**config.mk**
```make
export PLATFORM = sky130hd
export DESIGN_NAME = sparce_skip_sequencer
export DESIGN_NICKNAME = d
export VERILOG_FILES = /design/src/rtl/sparce_skip_sequencer_pkg.sv /design/src/rtl/sparce_skip_sequencer_cond_eval.sv /design/src/rtl/sparce_skip_sequencer.sv
export SDC_FILE = /design/constraint.sdc
export NUM_CORES = 1
export LEC_CHECK = 0
export ABC_CLOCK_PERIOD_IN_PS = 4300
export BUFFER_PORTS_ARGS = -buffer_cell sky130_fd_sc_hd__buf_2
export CORE_MARGIN = 1
export CORE_UTILIZATION = 55
export CTS_BUF_LIST = sky130_fd_sc_hd__clkbuf_4 sky130_fd_sc_hd__clkbuf_8
export DETAILED_ROUTE_END_ITERATION = 6
export PLACE_DENSITY = 0.86
export SYNTH_ARGS = -nofsm -noshare
export SYNTH_HDL_FRONTEND = slang
export SYNTH_SLANG_ARGS = --single-unit
export TNS_END_PERCENT = 100
```
**constraint.sdc**
```tcl
create_clock -name CLK -period 4.3 [get_ports CLK]
set_input_delay 0 -clock CLK [delete_from_list [all_inputs] [get_ports CLK]]
set_output_delay 0 -clock CLK [all_outputs]
set_load 0.02 [all_outputs]
```
**src/rtl/sparce_skip_sequencer_pkg.sv**
```systemverilog
// Shared types for the SparCE skip sequencer.
// Condition encodings, FSM states and register-index sizing.
package sparce_pkg;

    localparam int REG_W = 5;
    localparam int REG_N = 1 << REG_W;

    typedef enum logic [1:0] {
        RS1_ZERO    = 2'b00,
        RS2_ZERO    = 2'b01,
        EITHER_ZERO = 2'b10,
        BOTH_ZERO   = 2'b11
    } sparce_cond_t;

    typedef enum logic [2:0] {
        ST_IDLE   = 3'd0,
        ST_LOOKUP = 3'd1,
        ST_CHECK  = 3'd2,
        ST_SKIP   = 3'd3,
        ST_COOL   = 3'd4
    } sparce_seq_state_t;

    // Byte distance from the skip PC to the redirect: one slot plus the skipped ones.
    function automatic logic [7:0] skip_bytes(input logic [4:0] insts);
        return {1'b0, insts, 2'b00} + 8'd4;
    endfunction

endpackage

```
**src/rtl/sparce_skip_sequencer_cond_eval.sv**
```systemverilog
// Combinational SparCE skip-condition evaluator.
// Reports whether the referenced registers are settled and whether to skip.
module sparce_cond_eval
    import sparce_pkg::*;
#(
    parameter int NREGS = 32
) (
    input  sparce_cond_t       cond,
    input  logic [REG_W-1:0]   rs1,
    input  logic [REG_W-1:0]   rs2,
    input  logic [NREGS-1:0]   srf_zero,
    input  logic [NREGS-1:0]   srf_pending,
    output logic               ready,
    output logic               take
);

    logic [REG_N-1:0] zero_x;
    logic [REG_N-1:0] pend_x;
    logic             z1;
    logic             z2;
    logic             p1;
    logic             p2;

    // x0 is hardwired zero and never has a write in flight.
    always_comb begin
        zero_x              = '0;
        pend_x              = '0;
        zero_x[NREGS-1:0]   = srf_zero;
        pend_x[NREGS-1:0]   = srf_pending;
        zero_x[0]           = 1'b1;
        pend_x[0]           = 1'b0;
    end

    assign z1 = zero_x[rs1];
    assign z2 = zero_x[rs2];
    assign p1 = pend_x[rs1];
    assign p2 = pend_x[rs2];

    always_comb begin
        ready = 1'b0;
        take  = 1'b0;
        unique case (cond)
            RS1_ZERO: begin
                ready = !p1;
                take  = z1;
            end
            RS2_ZERO: begin
                ready = !p2;
                take  = z2;
            end
            EITHER_ZERO: begin
                ready = !p1 && !p2;
                take  = z1 || z2;
            end
            BOTH_ZERO: begin
                ready = !p1 && !p2;
                take  = z1 && z2;
            end
            default: begin
                ready = 1'b0;
                take  = 1'b0;
            end
        endcase
    end

endmodule

```
**src/rtl/sparce_skip_sequencer.sv**
```systemverilog
// SparCE skip sequencer: SASA lookup, SRF settle wait, skip pulse.
// Emits a one-cycle skip with redirect target and counts issued skips.
module sparce_skip_sequencer
    import sparce_pkg::*;
#(
    parameter int PC_W     = 32,
    parameter int NREGS    = 32,
    parameter int MAX_WAIT = 4,
    parameter int COOLDOWN = 2
) (
    input  logic              CLK,
    input  logic              RST,
    input  logic              fetch_valid,
    input  logic [PC_W-1:0]   fetch_pc,
    input  logic              pipe_stall,
    input  logic              pipe_flush,
    output logic              sasa_req,
    output logic [PC_W-1:0]   sasa_addr,
    input  logic              sasa_valid,
    input  logic              sasa_hit,
    input  logic [4:0]        sasa_rs1,
    input  logic [4:0]        sasa_rs2,
    input  logic [1:0]        sasa_cond,
    input  logic [4:0]        sasa_insts,
    input  logic [NREGS-1:0]  srf_zero,
    input  logic [NREGS-1:0]  srf_pending,
    output logic              skipping,
    output logic [PC_W-1:0]   sparce_target,
    output logic [15:0]       skip_count
);

    localparam int WAIT_W = $clog2(MAX_WAIT + 2);
    localparam int COOL_W = $clog2(COOLDOWN + 2);

    sparce_seq_state_t state;
    sparce_seq_state_t state_d;

    logic [PC_W-1:0]   pc_q;
    logic [REG_W-1:0]  rs1_q;
    logic [REG_W-1:0]  rs2_q;
    sparce_cond_t      cond_q;
    logic [4:0]        insts_q;
    logic [WAIT_W-1:0] wait_cnt;
    logic [WAIT_W-1:0] wait_nxt;
    logic [COOL_W-1:0] cool_cnt;
    logic              wait_done;
    logic              cool_done;
    logic              cond_ready;
    logic              cond_take;
    logic              lookup_ok;

    sparce_cond_eval #(
        .NREGS (NREGS)
    ) u_cond (
        .cond        (cond_q),
        .rs1         (rs1_q),
        .rs2         (rs2_q),
        .srf_zero    (srf_zero),
        .srf_pending (srf_pending),
        .ready       (cond_ready),
        .take        (cond_take)
    );

    assign wait_nxt  = wait_cnt + 1'b1;
    assign wait_done = (wait_nxt >= WAIT_W'(MAX_WAIT));
    assign cool_done = (cool_cnt >= COOL_W'(COOLDOWN - 1));
    assign lookup_ok = sasa_hit && (sasa_insts != 5'd0);
    assign skipping  = (state == ST_SKIP) && !pipe_flush;

    always_comb begin
        state_d = state;
        unique case (state)
            ST_IDLE: begin
                if (fetch_valid && !pipe_stall)
                    state_d = ST_LOOKUP;
            end
            ST_LOOKUP: begin
                if (pipe_flush)
                    state_d = ST_IDLE;
                else if (sasa_valid)
                    state_d = lookup_ok ? ST_CHECK : ST_IDLE;
            end
            ST_CHECK: begin
                if (pipe_flush)
                    state_d = ST_IDLE;
                else if (!cond_ready)
                    state_d = wait_done ? ST_IDLE : ST_CHECK;
                else
                    state_d = cond_take ? ST_SKIP : ST_IDLE;
            end
            ST_SKIP: begin
                if (pipe_flush || COOLDOWN == 0)
                    state_d = ST_IDLE;
                else
                    state_d = ST_COOL;
            end
            ST_COOL: begin
                if (pipe_flush || cool_done)
                    state_d = ST_IDLE;
            end
            default: state_d = ST_IDLE;
        endcase
    end

    always_ff @(posedge CLK or posedge RST) begin
        if (RST) begin
            state         <= ST_IDLE;
            pc_q          <= '0;
            rs1_q         <= '0;
            rs2_q         <= '0;
            cond_q        <= RS1_ZERO;
            insts_q       <= '0;
            wait_cnt      <= '0;
            cool_cnt      <= '0;
            sasa_req      <= 1'b0;
            sasa_addr     <= '0;
            sparce_target <= '0;
            skip_count    <= '0;
        end else begin
            state    <= state_d;
            sasa_req <= (state_d == ST_LOOKUP);

            if (state == ST_IDLE && state_d == ST_LOOKUP) begin
                pc_q      <= fetch_pc;
                sasa_addr <= fetch_pc;
            end

            if (state == ST_LOOKUP && state_d == ST_CHECK) begin
                rs1_q    <= sasa_rs1;
                rs2_q    <= sasa_rs2;
                cond_q   <= sparce_cond_t'(sasa_cond);
                insts_q  <= sasa_insts;
                wait_cnt <= '0;
            end else if (state == ST_CHECK && state_d == ST_CHECK) begin
                wait_cnt <= wait_nxt;
            end

            // Target is registered on the way into SKIP so it is stable with the pulse.
            if (state_d == ST_SKIP)
                sparce_target <= pc_q + PC_W'(skip_bytes(insts_q));

            if (skipping && skip_count != 16'hFFFF)
                skip_count <= skip_count + 16'd1;

            if (state == ST_SKIP)
                cool_cnt <= '0;
            else if (state == ST_COOL)
                cool_cnt <= cool_cnt + 1'b1;
        end
    end

endmodule

```
* Yosys cells after proc, flatten, opt, wreduce, memory -nomap -nowiden
Cells that the tools add are included. W data, S select, Z words.
Word-level totals: register bits 106, input port bits 120, output and inout port bits 82, word-level logic and storage cells 77
Operators by class: $add $sub $neg 5, magnitude comparators 4, equality and inequality tests 11, muxes and demuxes 25, reduce and logical (&&, ||, !) cells 21
Operators with widths (number):
- $add A32 B8 Y32 | 1
- $mux W3 | 7
- $bmux W1 S5 | 4
- $add A16 B1 Y16 const B | 1
- $ne A16 B16 Y1 const B | 1
- $pmux W3 S5 | 1
- $mux W2 | 7
- $eq A3 B2 Y1 const B | 4
- $lt A5 B6 Y1 const B | 2
- $logic_and A1 B1 Y1 | 9
- $add A7 B3 Y8 const B | 1
- $eq A3 B1 Y1 const B | 2
- $reduce_bool A5 Y1 | 1
- $eq A2 B2 Y1 const B | 2
- $logic_not A1 Y1 | 4
- $mux W1 | 4
- $pmux W1 S4 | 1
- $reduce_bool A2 Y1 | 2
- $add A3 B1 Y3 const B | 1
- $eq A3 B3 Y1 const B | 1
- $ge A3 B3 Y1 const B | 1
- $logic_not A3 Y1 | 1
- $pmux W1 S3 | 1
- $add A2 B1 Y2 const B | 1
- other kinds (5) | 6

* Logic depth before layout (Yosys ltp)
word-level depth 12, mapped depth 12, mapped depth without buffers 12

* Modules after synthesis
A second synthesis with hierarchy kept.
Second synthesis, totals: cell total of the unflattened synthesis 532, area, all modules 6208.5 µm²
Modules (own cells, without submodules):
- sparce_skip_sequencer | times used 1, cells each 420, area an instance 5061.1 µm², seq. area each 2652.5 µm²
- sparce_cond_eval | times used 1, cells each 112, area an instance 1147.4 µm², seq. area each 0.0 µm²

* Worst setup path before layout
OpenSTA, ideal clock, no wires.
path kind reg2reg, start reg pc_q[3], end reg sparce_target[15], setup time 0.125 ns, arrival time 2.617 ns, required time 4.175 ns, setup slack 1.558 ns, cell stages (with the launch flop) 11, buffers on the path 0, period minus slack after synthesis 2.742 ns, cell sequence dfrtp_1 > ha_1 > ha_1 > fa_1 > a21o_1 > a21oi_1 > o21ba_2 > nor2_1 > and3_1 > xor2_1 > mux2_4
Between the ends: word-level cells in the longest chain between the ends 1
Ends and longest elaborated chain:
- start, declared | RTL line sparce_skip_sequencer.sv:38 | logic [PC_W-1:0] pc_q;
- start signal, assigned | RTL line sparce_skip_sequencer.sv:124 | pc_q <= fetch_pc;
- $add A32 B8 Y32 | RTL line sparce_skip_sequencer.sv:140 | sparce_target <= pc_q + PC_W'(skip_bytes(insts_q));
- end signal, assigned | RTL line sparce_skip_sequencer.sv:140
- end, declared | RTL line sparce_skip_sequencer.sv:28 | output logic [PC_W-1:0] sparce_target,
No other way between the ends. A chain may end at the register's enable or synchronous reset.

* Final worst setup path
start reg rs2_q[0], end reg sparce_target[31]
Between the ends: word-level cells in the longest chain between the ends 9, elaborated cells between the ends (all ways) 15, classes of those cells eq/ne: 1; mux: 10; reduce/logical: 4
Ends and longest elaborated chain:
- start, declared | RTL line sparce_skip_sequencer.sv:40 | logic [REG_W-1:0] rs2_q;
- start signal, assigned | RTL line sparce_skip_sequencer.sv:130 | rs2_q <= sasa_rs2;
- $bmux W1 S5 (on tied branches) | RTL line sparce_skip_sequencer_cond_eval.sv:35, sparce_skip_sequencer_cond_eval.sv:37
- $mux W1 (on tied branches) | RTL line sparce_skip_sequencer_cond_eval.sv:35, sparce_skip_sequencer_cond_eval.sv:37
- $logic_and A1 B1 Y1, or another cell as far along | RTL line sparce_skip_sequencer_cond_eval.sv:57 | take = z1 && z2;
- $pmux W1 S4 / $logic_and A1 B1 Y1 (equally long branches) | RTL line sparce_skip_sequencer_cond_eval.sv:42, sparce_skip_sequencer_cond_eval.sv:52, sparce_skip_sequencer_cond_eval.sv:56
- $mux W2 / $pmux W1 S3 (equally long branches) | RTL line sparce_skip_sequencer.sv:89, sparce_skip_sequencer_cond_eval.sv:42
- $mux W2 (*) | RTL line sparce_skip_sequencer.sv:86 | else if (!cond_ready)
- $mux W2 (*) | RTL line sparce_skip_sequencer.sv:84 | if (pipe_flush)
- $pmux W3 S5 (*) | RTL line sparce_skip_sequencer.sv:72 | unique case (state)
- $eq A3 B2 Y1 (*) | RTL line sparce_skip_sequencer.sv:139 | if (state_d == ST_SKIP)
Every way passes the cells marked *; elsewhere a longest branch is shown, timed or not. The select of a mux whose other input is x is not followed.

==> flow_metrics.py <==
metrics = {
    "floorplan": {
        "die_x_um": 108,
        "die_area_um2": 11700,
        "core-area_um2": 10900,
        "initial_core_util_pct": 56.8,
        "die_h_um": 108,
        "core.rowCount": 38,
        "pin_count": 202,
    },
    "pwr": {
        "cellLeakagePower_nw": 3.88,
        "irDropWorstVdd_uv": 344,
        "power_density_nw_per_um2": 525,
    },
    "place": {
        "placed_cells": 853,
        "place_hpwl_um": 11700,
        "gp_congestion": 0.898,
        "portBuffers": 199,
    },
    "detailed_routing": {
        "routedWlPerCell_um": 18.8,
        "drt_iter0_markers": 371,
        "finalWirelength_um": 17300,
        "viasPerCell": 5.80,
        "vias": 5343,
        "antenna_left": 0,
        "dr.pass1.iters": 6,
        "drc_errors": 0,
    },
    "logic_synthesis": {
        "synth_ff_type": "dfrtp_1",
        "syn_nets": 673,
        "synth_edf_count": 0,
        "syn_avg_cell_area_um2": 11.5,
        "yosysWarnings": 0,
        "yosysSeqAreaShare_pct": 42.7,
        "async_flop_share_pct": 100,
        "synth_cell_type_count": 58,
        "syn_inst": 539,
        "syn-cell-area_um2": 6210,
        "synth-seq-cells": 106,
    },
    "min_path": {
        "hp-class": "primary input to register",
        "min-delay-start": "fetch_valid",
    },
    "cells_and_area": {
        "drive_gt1_share_pct": 40.6,
        "syn2layout_area_growth_pct": 28.7,
        "final_cells": 921,
        "nFillCells": 740,
        "fin_util_pct": 73.1,
        "nets": 910,
        "num_antenna_cells": 0,
    },
    "critical_path": {
        "cp.arrival_ps": 3760,
        "crit_top_cell": "mux2_2",
        "cp_slowest_stage_delay_ps": 840,
        "crit_path_cell_trace": "mux4_2, mux2_2, o221ai_1, a311oi_1, a31oi_2, and4_4, mux2_2",
        "crit_fanout": 34,
        "worstSetupPathType": "register to register",
        "required_ps": 4570,
        "critPathCaptureType": "register",
        "r2r-start": "rs2_q[0]",
        "crit_path_start_kind": "register",
        "crit_slowest_cell": "dfrtp_1",
        "startpoint": "rs2_q[0]",
    },
    "cts": {
        "ctsRootBufferMaster": "clkbuf_8",
        "cts_buffers": 9,
        "clock_latency_ps": 370,
        "ctsHtreeMaxLevel": 3,
        "cts.sinks": 106,
        "ctsResizeCount": 0,
        "clk_pin_slew_ps": 110,
        "cts_tree": "yes",
        "ctsLongestPathBuffers": 2,
    },
    "sta": {
        "fin_tns_setup_ps": 0,
        "hold_viol_final": 0,
        "period_minus_slack_ps": 3490,
        "skew_ps": 15.2,
        "rsz0062_at_grt": "no",
        "period_share_pct": 81.2,
        "setup_viol": 0,
        "maxSlewHeadroom_pct": 28.4,
        "clock.fmax_mhz": 287,
        "slew_viol_final": 0,
        "tightest_slew_ps": 1070,
    },
    "global_routing": {
        "grt_pass1_wl_um": 27100,
        "grt_start_max_net_pins": 59,
        "first_global_vias": 5704,
        "grtUsageTotal_pct": 30.3,
        "grt_antenna_before_repair": 2,
        "grt-ovfl-total": 0,
    },
    "outcome": {
        "outcome": "complete, no violations",
    },
    "flow_run": {
        "maxCapViolCount": 0,
    },
}
final cells by class:
class	count	area [µm²]	share of cell area (%)
Sequential cell	106	2650	33.2
Multi-Input combinational cell	388	3310	41.5
Clock buffer	10	131	1.64
Tap cell	140	175	2.19
Inverter	17	66.3	0.830
Timing Repair Buffer	254	1540	19.3
Clock inverter	6	114	1.42
cell usage after synthesis, drive strengths merged, types with 2 or more instances:
master    n  area [µm²]
dfrtp   106        2650
nand2    74         278
mux2     67         856
xnor2    24         210
mux4     23         518
nor2     23        86.3
mux2i    18         180
xor2     18         158
inv      17        63.8
nand3    17        85.1
buf      15         133
clkbuf   13        48.8
ha       13         163
nor3     12        60.1
a21oi     9        45.0
o21ai     9        45.0
nor3b     8        60.1
and3      7        43.8
nand4     6        37.5
nor2b     6        37.5
and2      4        25.0
and4      4        37.5
nor4      4        25.0
o21bai    4        30.0
a22oi     3        22.5
a31oi     3        25.0
or2       3        18.8
or3       3        18.8
a21o      2        15.0
a221oi    2        17.5
a311oi    2        23.8
a41oi     2        17.5
nand3b    2        15.0
o211ai    2        20.0
o311ai    2        25.0
o31ai     2        15.0
sequential cells by signal (all words and copies together) (netlist names):
signal,count
skip_count,16
rs2_q,5
cond_q,2
pc_q,32
sparce_target,32
sasa_req,1
rs1_q,5
state,3
cool_cnt,2
wait_cnt,3
insts_q,5
what timing repair did:
action,4_1_cts,5_1_grt
endpoints found under the hold margin,108,0
buffers inserted,0,0
hold buffers,52,0
power by group:
group / switching (mW) / total [mW] / internal [mW]
combinational: 0.892 / 1.79 / 0.897
sequential: 0.392 / 1.66 / 1.27
clock: 0.353 / 0.750 / 0.397
worst paths after layout:
check                           cells past startpoint                 to  slack, ps
worst max-delay path                                7  sparce_target[31]        810
worst min-delay path                                3           sasa_req         20
worst max register to register                      7  sparce_target[31]        810
worst min register to register                      2         insts_q[2]        500
max in group asynchronous                           4   sparce_target[3]       2870
min in group asynchronous                           3     skip_count[15]        310
cells in the final DEF (no fill, tap or decap), types with 4 or more instances in the layout:
master         count
xor2_1            18
o21bai_1           4
nor3b_1            8
inv_1             16
nor3_1            12
nor4_1             4
mux2_2            40
xnor2_1           24
nor2b_1            6
mux2i_1           18
dfrtp_1          106
nor2_1            23
clkbuf_8           9
buf_2            199
a21oi_1            9
ha_1              13
dlygate4sd3_1     52
nand3_1           17
nand2_1           74
mux4_2            23
nand4_1            6
mux2_4            27
o21ai_0            8
and2_1             4
and3_1             7
worst max-delay path, delay by kind of cell, from the launching register on:
kind	cells	cell delay (ps)
and+or+nand+nor	1	700
AOI/OAI and AO/OA	3	570
DFF	1	840
muxes	3	1250
per-stage QoR:
step | hold WS (ps) | power, mW | cell area (µm²) | setup slack, ps
after floorplan | 66.4 | 2.87 | 6210 | 1510
after global placement | 160 | 3.30 | 7220 | 833
after detailed placement | 171 | 3.39 | 7220 | 795
after CTS | 8.88 | 4.18 | 7990 | 783
after global routing | 41.8 | 4.41 | 7990 | 609
final | 18.0 | 4.20 | 7990 | 810
logic make-up (layout without fill, tap and decap cells):
logic type                 count (synthesis)  in the layout  share of synthesized area [%]
AOI/OAI and AO/OA                         47             47                           5.60
DFF                                      106            106                           42.7
and+or+nand+nor                          177            177                           13.8
xor gates and xnor gates                  42             42                           5.92
buffers and inverters                     45            287                           3.95
muxes                                    108            108                           25.0
adders and majority gates                 14             14                           2.94
metal layers:
metal	up-vias	routed length (µm)	part of all wire (%)	GRT usage (%)
li1	2406	-	-	-
met1	2620	6450	37	34.0
met2	258	9100	53	54.5
met3	57	1150	6.6	6.57
met4	2	601	3.5	14.8
met5	-	15	0.087	0
(Power assumes the default switching activity.)
